[config.mk]
export PLATFORM = sky130hd
export DESIGN_NAME = axis_byte_serializer
export DESIGN_NICKNAME = d
export VERILOG_FILES = /design/src/rtl/axis_byte_serializer.sv
export SDC_FILE = /design/constraint.sdc
export NUM_CORES = 1
export LEC_CHECK = 0
export BUFFER_PORTS_ARGS = -buffer_cell sky130_fd_sc_hd__buf_2
export CAP_MARGIN = 30
export CORE_MARGIN = 2
export CORE_UTILIZATION = 49
export DETAILED_ROUTE_END_ITERATION = 8
export GPL_ROUTABILITY_DRIVEN = 0
export PLACE_DENSITY_LB_ADDON = 0.15
export SYNTH_ARGS = -nofsm -noshare
export SYNTH_HDL_FRONTEND = slang
export SYNTH_SLANG_ARGS = --single-unit
export TNS_END_PERCENT = 50
[constraint.sdc]
create_clock -name s_axis_aclk -period 2.9 [get_ports s_axis_aclk]
set_clock_uncertainty 0.05 [all_clocks]
set_input_delay 0.58 -clock s_axis_aclk [delete_from_list [all_inputs] [get_ports s_axis_aclk]]
set_output_delay 0.58 -clock s_axis_aclk [all_outputs]
set_load 0.05 [all_outputs]
[src/rtl/axis_byte_serializer.sv]
// axis_byte_serializer: AXI-Stream width-down converter emitting one byte per kept lane, lowest lane first
module axis_byte_serializer #(
  parameter int IN_BYTES   = 4,
  parameter int USER_WIDTH = 59,
  parameter int CNT_WIDTH  = 16
) (
  input  logic                  s_axis_aclk,
  input  logic                  s_axis_aresetn,
  input  logic [8*IN_BYTES-1:0] s_axis_tdata,
  input  logic [IN_BYTES-1:0]   s_axis_tkeep,
  input  logic                  s_axis_tvalid,
  output logic                  s_axis_tready,
  input  logic                  s_axis_tlast,
  input  logic [USER_WIDTH-1:0] s_axis_tuser,
  output logic [7:0]            m_axis_tdata,
  output logic                  m_axis_tstrb,
  output logic                  m_axis_tvalid,
  input  logic                  m_axis_tready,
  output logic                  m_axis_tlast,
  output logic [USER_WIDTH-1:0] m_axis_tuser,
  output logic [CNT_WIDTH-1:0]  pkt_bytes,
  output logic                  err_empty_last
);
  localparam int LW = $clog2(IN_BYTES);
  logic [8*IN_BYTES-1:0] r_data;
  logic [IN_BYTES-1:0]   r_keep;
  logic                  r_last;
  logic [USER_WIDTH-1:0] r_user;
  logic [CNT_WIDTH-1:0]  r_cnt;
  logic                  r_err;
  logic [LW-1:0]         w_idx;
  logic [IN_BYTES-1:0]   w_keep_next;
  logic [CNT_WIDTH-1:0]  w_cnt;
  logic                  w_final;
  logic                  w_m_hs;
  logic                  w_s_hs;
  logic                  w_empty_last;
  // lowest remaining lane picks the byte presented downstream
  always_comb begin
    w_idx = '0;
    for (int i = IN_BYTES - 1; i >= 0; i--)
      if (r_keep[i]) w_idx = LW'(i);
  end
  assign w_keep_next    = r_keep & (r_keep - IN_BYTES'(1));
  assign w_final        = (r_keep != '0) && (w_keep_next == '0);
  assign m_axis_tvalid  = |r_keep;
  assign m_axis_tstrb   = m_axis_tvalid;
  assign m_axis_tdata   = r_data[{w_idx, 3'b000} +: 8];
  assign m_axis_tlast   = r_last & w_final;
  assign m_axis_tuser   = r_user;
  assign s_axis_tready  = ~|r_keep | (w_final & m_axis_tready);
  assign w_m_hs         = m_axis_tvalid & m_axis_tready;
  assign w_s_hs         = s_axis_tvalid & s_axis_tready;
  assign w_empty_last   = w_s_hs & s_axis_tlast & ~|s_axis_tkeep;
  assign w_cnt          = (w_m_hs && r_cnt != '1) ? r_cnt + CNT_WIDTH'(1) : r_cnt;
  assign pkt_bytes      = w_cnt;
  assign err_empty_last = r_err;
  // holding register: load a new word or retire the lowest kept lane
  always_ff @(posedge s_axis_aclk or negedge s_axis_aresetn) begin
    if (!s_axis_aresetn) begin
      r_data <= '0;
      r_keep <= '0;
      r_last <= 1'b0;
      r_user <= '0;
    end else if (w_s_hs) begin
      r_data <= s_axis_tdata;
      r_keep <= s_axis_tkeep;
      r_last <= s_axis_tlast;
      r_user <= s_axis_tuser;
    end else if (w_m_hs) begin
      r_keep <= w_keep_next;
    end
  end
  // packet byte counter and empty-TLAST error pulse
  always_ff @(posedge s_axis_aclk or negedge s_axis_aresetn) begin
    if (!s_axis_aresetn) begin
      r_cnt <= '0;
      r_err <= 1'b0;
    end else begin
      r_cnt <= ((w_m_hs && m_axis_tlast) || w_empty_last) ? '0 : w_cnt;
      r_err <= w_empty_last;
    end
  end
endmodule

Word-level counts from Yosys, hierarchy flattened --
Index checks and enable logic that the tools add are counted.
Storage, ports and cells: register bits 113, bits in latches 0, memory bits (writable) 0, memory bits (read-only) 0, bits of input ports 100, output and inout port bits 88, logic and storage cells 37, memories kept 0
Cells by class: $add $sub $neg 2, multiply operators 0, div/mod/pow operators 0, $lt $le $gt $ge 0, eq/ne operators 1, shift-type cells 1, muxes and demuxes 8, bitwise logic cells 8, reductions and logical operators 11
Operators with widths (count):
- 16-bit 2-to-1 mux | 2
- 32-bit by 6-bit indexed part select with 8-bit output | 1
- 16-bit by 1-bit adder with 16-bit output (second input constant) | 1
- 16-bit inequality test (second input constant) | 1
- 2-bit 2-to-1 mux | 4
- 4-bit 2-to-1 mux | 2
- 4-bit OR reduction | 2
- 1-bit bitwise AND | 6
- 4-bit bitwise AND | 1
- 4-bit zero test | 1
- 4-bit nonzero test | 1
- 4-bit by 1-bit subtractor with 4-bit output (second input constant) | 1
- 1-bit logical AND | 3
- 1-bit zero test | 2
- 2-bit nonzero test | 1
- 1-bit logical OR | 1
- 1-bit OR | 1

Depth between registers and ports, before layout --
Gate-level depths: netlist (run 1).
depth in word-level cells 11, depth in mapped cells 7, gate-level depth less buffers 6

Worst setup path after synthesis (run 1) --
No wires, ideal clock.
path type flip-flop to output port, from register r_cnt[0], to output port pkt_bytes[4], arrival 2355 ps, data required time 2270 ps, path slack -85 ps, stages on the path, launching flop included 6, path buffers 0, cells stage by stage dfrtp_1 > ha_1 > nand4_2 > nor4_2 > or4b_2 > xnor2_1
On the way: longest elaborated chain between the ends 3, elaborated cells between the ends (all ways) 4, those cells by class 1 x add/sub; 1 x eq/ne; 1 x mux; 1 x reduce/logical
Ends and longest elaborated chain:
- start, declared | RTL line 29 | logic [CNT_WIDTH-1:0] r_cnt;
- start signal, assigned | RTL line 80 | r_cnt <= ((w_m_hs && m_axis_tlast) || w_empty_last) ? '0 : w_cnt;
- parallel branches: the longest is 2 deep, another holds 16-bit by 1-bit adder with 16-bit output
- 16-bit 2-to-1 mux (*) | RTL line 55 | assign w_cnt = (w_m_hs && r_cnt != '1) ? r_cnt + CNT_WIDTH'(1) : r_cnt;
- end, declared | RTL line 21 | output logic [CNT_WIDTH-1:0] pkt_bytes,
Mark *: on every way between the ends.

Worst setup path after layout (run 1) --
from register r_cnt[1], to output port pkt_bytes[12]
Same word-level chain as after synthesis.

==> results.json, run 1 <==
{
  "cp.depth": 6,
  "timing.final.ws_setup_ns": -0.0935,
  "grt_pass1_wl_um": 17900,
  "cts_sinks": 113,
  "critPathKind": "reg2out",
  "num_vias": 3497,
  "final_cell_mix": "buf_2 (168), dfrtp_1 (109), mux2_1 (58), mux2_2 (36), buf_4 (32)",
  "grt_max_degree": 61,
  "grt_use_total": 0.211,
  "diodes": 0,
  "rsz0062_at_grt": "yes",
  "fin_setup_tns_ns": -0.248,
  "final_util": 0.720,
  "row_count": 36,
  "drive_gt1_frac": 0.564,
  "relSlewSlack": 0.612,
  "violations": "setup timing",
  "cts_root_buf": "clkbuf_8",
  "synth_fp_nets": 438,
  "first_pass_iters": 4,
  "num_io_pins": 188,
  "final_common_cell": "buf_2",
  "dp_hpwl_um": 7490,
  "coreArea_um2": 9730,
  "synth_area_per_cell_um2": 14.5,
  "ys_ff_latch": 113,
  "drtIter0Drc": 128,
  "yosys_warnings": 0,
  "clockBufferDepth": 2,
  "die_y_um": 104,
  "synth-xor-area-share": 0.0246,
  "final_nets": 651,
  "path_clk_slew_ns": 0.06,
  "cts_made_buffers": 17,
  "die_x_um": 104,
  "insertion_delay_ns": 0.50,
  "gr-total-overflow": 0,
  "pre_cts_ws_ns": 0.0953,
  "initial_utilization": 0.502,
  "status": "finished, violations left",
  "period_share": 1.03,
  "reg2reg_depth": 6,
  "synth_compound_area_frac": 0.0320,
  "route.detailed.drc": 0,
  "hold_path_class": "in2async",
  "synth_top_family_by_area": "multiplexers",
  "drt.antenna.violating_nets": 0,
  "fmax_mhz": 334,
  "synthMuxAreaShare": 0.256,
  "totalWireLength_um": 10900,
  "required_ns": 2.27,
  "n_fill_cell": 685,
  "cpMaxStageDelayCell": "or4_4",
  "antenna_found_initial": 0,
  "fin_area_um2": 7000,
  "ys_types": 46,
  "vias_per_cell": 5.03,
  "critPathTopFamily": "simple AND/OR/NAND/NOR gates",
  "async_flop_share": 1.00,
  "critical_path.max_fanout": 4,
  "htreeDepth": 4,
  "ys_seq_area_frac": 0.579,
  "area_delta_synth_final_pct": 43.4,
  "path_cells": "ha_4 -> nand4_4 -> or3_4 -> or4_4 -> xnor2_2 -> buf_6",
  "synth_edf_count": 0,
  "cts_tree": "done",
  "dieArea_um2": 10800,
  "arrival_ns": 2.36,
  "grt_pass1_vias": 3596,
  "dpl-instance-area_um2": 6060,
  "mappedNetlistArea_um2": 4880,
  "yosys.area_share.simple": 0.0831,
  "critPathMaxStageDelay_ns": 0.43,
  "slew_viol_final": 0,
  "portBuffers": 187,
  "fin_crit_ns": 2.99,
  "startpoint_type": "flip-flop",
  "worst_pin_slew_ns": 0.582,
  "postSynthCellCount": 337,
  "synthAdderAreaFrac": 0.00256,
  "hold_violations": 0,
  "cp-end-kind": "output pin",
  "setup_viol": 5,
  "critical_path_buf_inv_count": 1,
  "synthFlopType": "dfrtp_1",
  "wire_per_inst_um": 15.6,
  "max_cap_violations": 0
}
## repair_timing
| item | CTS | global route |
|---|---|---|
| gates resized for setup | 29 | 28 |
| buffers inserted | 7 | 3 |
| pin swaps | 14 | 10 |
| cloned | 0 | 0 |
| endpoints found under the setup margin | 22 | 25 |
| hold buffers | 0 | 0 |
## cell type report
| cell class | count | area, um^2 | share of cell area |
|---|---|---|---|
| clock inverter | 9 | 178 | 0.0254 |
| clock buffer | 22 | 473 | 0.0676 |
| multi-input combinational | 202 | 2100 | 0.300 |
| tap | 133 | 166 | 0.0238 |
| inverter | 4 | 15.0 | 0.00214 |
| sequential | 113 | 2830 | 0.405 |
| timing repair buffer | 212 | 1240 | 0.177 |
## through the flow
step           hold WS [ns]  cells
5_1_grt              0.0524    695
3_3_place_gp          0.419    654
6_report             0.0224    695
2_1_floorplan         0.234    337
3_5_place_dp          0.426    654
4_1_cts              0.0252    692
## cell usage after synthesis, drive strengths merged (3+ instances only)
cell type / number / share of area
buf: 16 / 0.018
dfrtp: 113 / 0.58
inv: 4 / 0.0031
mux2: 94 / 0.22
mux4: 8 / 0.037
nand2: 8 / 0.0062
nand3: 7 / 0.0072
nand4: 4 / 0.0064
nor2: 8 / 0.0062
nor2b: 16 / 0.021
nor4: 5 / 0.0077
o21ai: 5 / 0.0051
or3: 4 / 0.0062
or4: 3 / 0.0062
xnor2: 5 / 0.012
xor2: 7 / 0.013
## path summary, 6_finish.rpt
kind / slack [ns] / end / start
setup / recovery: -0.09 / pkt_bytes[12] / r_cnt[1]
hold / removal: 0.02 / m_axis_tuser[12] / s_axis_aresetn
setup reg to reg: 0.61 / m_axis_tuser[29] / r_keep[2]
hold reg to reg: 0.43 / m_axis_tuser[48] / m_axis_tuser[48]
max in group asynchronous: 2.02 / r_keep[2] / s_axis_aresetn
min in group s_axis_aclk: 0.23 / r_data[2] / s_axis_tdata[2]
## metal layers
metal  part of all wire  global-route usage
met3              0.049              0.0560
met2               0.51               0.345
met5                  0                   0
met4              0.012              0.0753
met1               0.43               0.272
## registers in the layout, summed over array words and instances, names as in the netlist
signal,cells
m_axis_tuser,59
r_data,32
r_cnt,16
r_keep,4
err_empty_last,1
r_last,1
## cell families (layout without fill, tap and decap cells)
logic type | Yosys count | in the layout
AOI/OAI and AO/OA | 20 | 20
xor gates and xnor gates | 12 | 12
adders and majority gates | 1 | 1
buffers and inverters | 22 | 247
DFF | 113 | 113
muxes | 103 | 103
and+or+nand+nor | 66 | 66
Power of run 1 is left out: the tool's default activity adds up to more than one toggle a clock period on the data nets, which glitch-free logic cannot reach.
==> run 2: changes to the inputs <==
ABC_AREA = 1   (was unset)
CAP_MARGIN = 15   (was 30)
==> run 2 against run 1 <==
  * The run now ends clean
  * Sequential share of layout area rose by 0.30 points
  * Largest cell class unchanged
  * Register-to-register slack barely moved
  * Synthesized area rose by 3.9%
  * Critical endpoint is now pkt_bytes[10]
  * Critical path depth rose by 4
  * Utilization decreased by 3.8 points
  * Maximum frequency increased by 5.2%
  * Critical path type unchanged
  * Die area rose by 3.8%
  * Highest routed layer unchanged
  * First-iteration DRC count grew 140%
==> results.json, run 2 <==
{
  "status": "complete, no violations",
  "worstSetupStartpoint": "r_cnt[1]",
  "final_util": 0.682,
  "setup_viol": 0,
  "relSlewSlack": 0.376,
  "coreArea_um2": 10200,
  "worstReg2RegEnd": "r_data[18]",
  "cts_sinks": 113,
  "path_clk_slew_ns": 0.05,
  "wire_per_inst_um": 13.3,
  "dieArea_um2": 11200,
  "clockBufferDepth": 2,
  "cts_tree": "done",
  "r2r_slack_ns": 0.61,
  "antenna_found_initial": 0,
  "synthFlopType": "dfrtp_1",
  "synth_edf_count": 0,
  "period_share": 0.981,
  "startpoint_type": "flip-flop",
  "netlist_top_cells_area": "dfrtp_1 (56%), nand2_1 (24%), nor2_1 (4.6%), inv_1 (2.2%), o21ai_0 (1.6%)",
  "hold_violations": 0,
  "drtIter0Drc": 309,
  "portBuffers": 187,
  "grt_max_degree": 96,
  "arrival_ns": 2.21,
  "worst_pin_slew_ns": 0.936,
  "critical_path.max_fanout": 6,
  "max_cap_violations": 0,
  "reg2reg_depth": 8,
  "drt.antenna.violating_nets": 0,
  "ys_seq_area_frac": 0.557,
  "drive_gt1_frac": 0.318,
  "slew_viol_final": 0,
  "grt_use_total": 0.240,
  "grt_pass1_vias": 4550,
  "postSynthCellCount": 633,
  "dp.cells": 938,
  "largest_register_ffs": 59,
  "r2r_start": "r_keep[3]",
  "initial_utilization": 0.498,
  "grt_pass1_wl_um": 21100,
  "required_ns": 2.27,
  "die_x_um": 106,
  "cts_root_buf": "clkbuf_8",
  "num_vias": 4799,
  "row_count": 37,
  "fmax_mhz": 352,
  "async_flop_share": 1.00,
  "gr-total-overflow": 0,
  "synth_fp_nets": 734,
  "fin_setup_tns_ns": 0,
  "critPathKind": "reg2out",
  "htreeDepth": 4,
  "ys_ff_latch": 113,
  "yosys_warnings": 0,
  "yosys.area.top_type": "dfrtp_1",
  "vias_per_cell": 4.87,
  "totalWireLength_um": 13100,
  "cpMaxStageDelayCell": "dfrtp_1",
  "hold_slack_ns": 0.00995,
  "synthTopCellsByCount": "nand2_1 (325), dfrtp_1 (113), nor2_1 (62)",
  "stdcell_count": 985,
  "rsz0062_at_grt": "yes",
  "cp-end-kind": "output pin",
  "hold_path_class": "in2async",
  "final_cell_mix": "nand2_1 (324), buf_2 (180), dfrtp_1 (110), nor2_1 (59), inv_1 (28)",
  "cts_made_buffers": 17,
  "ys_types": 29,
  "area_delta_synth_final_pct": 36.9,
  "first_pass_iters": 5,
  "diodes": 0,
  "yosysMostFrequentCell": "nand2_1",
  "die_y_um": 106,
  "dp_hpwl_um": 8860,
  "postCtsHoldBufs": 0,
  "synth_area_per_cell_um2": 8.01,
  "mappedNetlistArea_um2": 5070,
  "final_common_cell": "nand2_1",
  "crit_end": "pkt_bytes[10]",
  "insertion_delay_ns": 0.52,
  "path_cells": "ha_4 -> inv_2 -> nor2_4 -> nand2_4 -> nor2_4 -> nor2_4 -> or2_2 -> nand2_1 -> inv_1 -> buf_2",
  "cpMostUsedCell": "nor2_4",
  "yosys.area.top_type_share": 0.557,
  "fin_crit_ns": 2.84,
  "route.detailed.drc": 0,
  "final_nets": 937,
  "num_io_pins": 188,
  "critPathMaxStageDelay_ns": 0.40
}
## run 2: cell types whose count changed in the layout (fill, tap and decap cells not counted), moves of 5 or more
| cell | delta |
|---|---|
| nand2_1 | +316 |
| buf_2 | +12 |
| mux4_2 | -8 |
| o32ai_1 | +7 |
| o21ai_0 | +5 |
| nand3_1 | +10 |
| nor2_1 | +53 |
| buf_4 | -11 |
| nor2b_1 | -16 |
| mux2_1 | -58 |
| inv_1 | +24 |
| mux2_2 | -36 |
| o21ai_1 | +5 |
## run 2: timing repair
item                                    4_1_cts  5_1_grt
gates cloned                                  1        1
gates resized for setup                      11       27
setup buffers                                 4        9
endpoints found under the setup margin       16       23
pin swaps                                     3        4
## run 2: metal layers
layer / vias up / track usage / share of wire
li1: 2346 / - / -
met1: 2231 / 0.302 / 0.40
met5: - / 0 / 0
met3: 33 / 0.0742 / 0.075
met2: 189 / 0.382 / 0.50
met4: 0 / 0.110 / 0.026
## run 2: metrics by stage
stage	cell area, um^2	setup WS (ns)
5_1_grt	6950	-0.0334
2_1_floorplan	5080	-0.0411
4_1_cts	6820	0.0245
6_report	6950	0.0556
3_5_place_dp	6100	0.231
3_3_place_gp	6100	0.333
## run 2: area by class of cell
type                    instances  area [um^2]
fillers                       833         3240
flip-flops and latches        113         2830
inverters                      32          124
repair buffers                210         1160
well taps                     136          170
clock buffers                  22          463
clock inverters                10          180
multi-input cells             462         2020
## run 2: worst max-delay path, delay by kind of cell (launching register included)
family / cells / cell delay, ns
buffers and inverters: 3 / 0.28
adder cells (fa/ha/maj): 1 / 0.18
AND/OR/NAND/NOR: 6 / 0.83
flip-flops: 1 / 0.40
## run 2: kinds of logic after synthesis
kind of cell / after synthesis / share of synthesized area
AOI/OAI and AO/OA: 30 / 0.0385
xor gates and xnor gates: 13 / 0.0224
adders and majority gates: 1 / 0.00247
buffers and inverters: 59 / 0.0577
DFF: 113 / 0.557
and+or+nand+nor: 417 / 0.321
## run 2: worst min-delay path by stage
stage,startpoint,slack (ns),end,depth (start not counted)
after floorplan,s_axis_aresetn,0.23,err_empty_last,0
after global placement,m_axis_tuser[43],0.41,m_axis_tuser[43],2
after detailed placement,m_axis_tuser[36],0.41,m_axis_tuser[36],2
after CTS,s_axis_aresetn,0.03,m_axis_tuser[56],1
after global routing,s_axis_aresetn,0.06,m_axis_tuser[55],1
final,s_axis_aresetn,0.01,m_axis_tuser[56],1
Power of run 2 is left out for the same reason.
==> run 3: changes to the inputs <==
==> constraint.sdc (replaced) <==
create_clock -name s_axis_aclk -period 2.9 [get_ports s_axis_aclk]
set_clock_uncertainty 0.05 [all_clocks]
set_input_delay 0.145 -clock s_axis_aclk [delete_from_list [all_inputs] [get_ports s_axis_aclk]]
set_output_delay 0.145 -clock s_axis_aclk [all_outputs]
set_load 0.05 [all_outputs]
==> run 3 against run 2 <==
  * Via count up 8.2%
  * Utilization is 7.3 points higher
  * Register-to-register slack got worse by 0.36 ns
  * First-iteration DRC count is 0.65% higher
  * Clock-buffer cell count stayed put
  * Maximum frequency rose by 4.2%
  * Highest routed layer unchanged
  * Global-route usage rose by 3.5 points
  * Sequential cell count did not move
  * Cell area rose by 11%
  * Routed wire length increased by 12%
  * Non-clock buffer count rose by 86
==> results.json, run 3 (same netlist as run 2, synthesis figures left out) <==
{
  "status": "complete, no violations",
  "worst_pin_slew_ns": 0.887,
  "largest_register_ffs": 59,
  "final_util": 0.755,
  "grt_max_degree": 80,
  "grt_pass1_vias": 5255,
  "dp_hpwl_um": 8720,
  "diodes": 0,
  "grt_pass1_wl_um": 24100,
  "insertion_delay_ns": 0.53,
  "hold_path_class": "in2reg",
  "final_common_cell": "nand2_1",
  "drtIter0Drc": 311,
  "fin_setup_tns_ns": 0,
  "die_x_um": 106,
  "gr-total-overflow": 0,
  "fmax_mhz": 366,
  "critical_path.max_fanout": 24,
  "cts_made_buffers": 17,
  "startpoint_type": "flip-flop",
  "die_y_um": 106,
  "coreArea_um2": 10200,
  "arrival_ns": 2.54,
  "power.leakage_uw": 0.00421,
  "path_clk_slew_ns": 0.06,
  "max_cap_violations": 0,
  "worstSetupStartpoint": "r_cnt[0]",
  "initial_utilization": 0.498,
  "wire_per_inst_um": 13.8,
  "grt_use_total": 0.275,
  "hp-start": "m_axis_tready",
  "r2r_slack_ns": 0.25,
  "drive_gt1_frac": 0.260,
  "power_density_nw_per_um2": 1400,
  "antenna_found_initial": 0,
  "multi_input_area_um2": 1960,
  "hold_violations": 0,
  "vias_per_cell": 4.85,
  "first_pass_iters": 5,
  "portBuffers": 187,
  "cts_tree": "done",
  "regArea_um2": 2830,
  "cts_root_buf": "clkbuf_8",
  "slew_viol_final": 0,
  "htreeDepth": 4,
  "required_ns": 2.71,
  "num_io_pins": 188,
  "cp-end-kind": "output pin",
  "clockBufferDepth": 2,
  "critPathKind": "reg2out",
  "n_fill_cell": 733,
  "drt.antenna.violating_nets": 0,
  "r2r_start": "r_keep[1]",
  "row_count": 37,
  "area_delta_synth_final_pct": 51.5,
  "final_cell_mix": "nand2_1 (325), buf_2 (186), dfrtp_1 (113), dlygate4sd3_1 (101), nor2_1 (62)",
  "final_nets": 1022,
  "ir_drop_mv": 1.18,
  "dieArea_um2": 11200,
  "dpl-instance-area_um2": 6070,
  "route.detailed.drc": 0,
  "setup_viol": 0,
  "fin_crit_ns": 2.73,
  "totalWireLength_um": 14800,
  "fin_area_um2": 7690,
  "period_share": 0.942,
  "num_vias": 5194,
  "cts_sinks": 113,
  "relSlewSlack": 0.409
}
## run 3: cell count changes in the layout (fill, tap and decap cells not counted), sizes merged
| cell | delta |
|---|---|
| nor2 | -1 |
| clkbuf | -3 |
| bufinv | -3 |
| clkinv | +2 |
| buf | -12 |
| clkinvlp | +1 |
| dlygate4sd3 | +101 |
## run 3: area by class of cell
cell class / instances / share of cell area
tap: 136 / 0.0221
clock inverter: 10 / 0.0140
inverter: 32 / 0.0164
timing repair buffer: 296 / 0.263
multi-input combinational: 461 / 0.255
clock buffer: 22 / 0.0615
sequential: 113 / 0.368
## run 3: repair_timing
item,CTS,global route
hold buffers,101,0
setup endpoints to repair,0,14
hold endpoints to repair,166,0
resized for setup,0,4
buffers inserted,0,2
## run 3: final timing paths
check	endpoint	cells past startpoint
hold / removal	err_empty_last	5
hold reg to reg	m_axis_tuser[47]	2
max in group asynchronous	m_axis_tuser[49]	3
setup reg to reg	r_keep[3]	11
min in group asynchronous	m_axis_tuser[56]	2
setup / recovery	pkt_bytes[8]	10
## run 3: power breakdown
part | switching [uW] | total, uW | leakage, uW | internal [uW]
clock | 702 | 2000 | 0.000283 | 1300
sequential | 503 | 2840 | 0.00140 | 2340
combinational | 4440 | 5940 | 0.00253 | 1490
## run 3: per-layer routing
layer | GRT usage | up-vias | part of all wire
met4 | 0.120 | 0 | 0.033
met1 | 0.307 | 2445 | 0.39
met3 | 0.0736 | 45 | 0.054
met5 | 0 | - | 0
met2 | 0.491 | 194 | 0.53
li1 | - | 2510 | -
## run 3: through the flow
| step | total power (uW) | cells | hold slack (ns) | setup WS [ns] |
|---|---|---|---|---|
| after floorplan | 7290 | 633 | -0.201 | 0.394 |
| after global placement | 8430 | 935 | 0.277 | 0.694 |
| after detailed placement | 8540 | 935 | 0.278 | 0.627 |
| after CTS | 10700 | 1068 | 0.0400 | 0.0556 |
| after global routing | 11500 | 1070 | 0.0555 | -0.00286 |
| final | 10800 | 1070 | 0.0537 | 0.170 |
## run 3: worst max-delay path, stage by stage, from the launching register on
cell	delay, ns
dfrtp_1	0.40
ha_2	0.24
inv_1	0.06
nor2_2	0.17
nand2_1	0.14
nor2_2	0.16
nor2_4	0.12
or2_2	0.30
o21ai_0	0.15
inv_1	0.06
buf_2	0.21
Note: power is estimated with default switching activity, not from simulation.
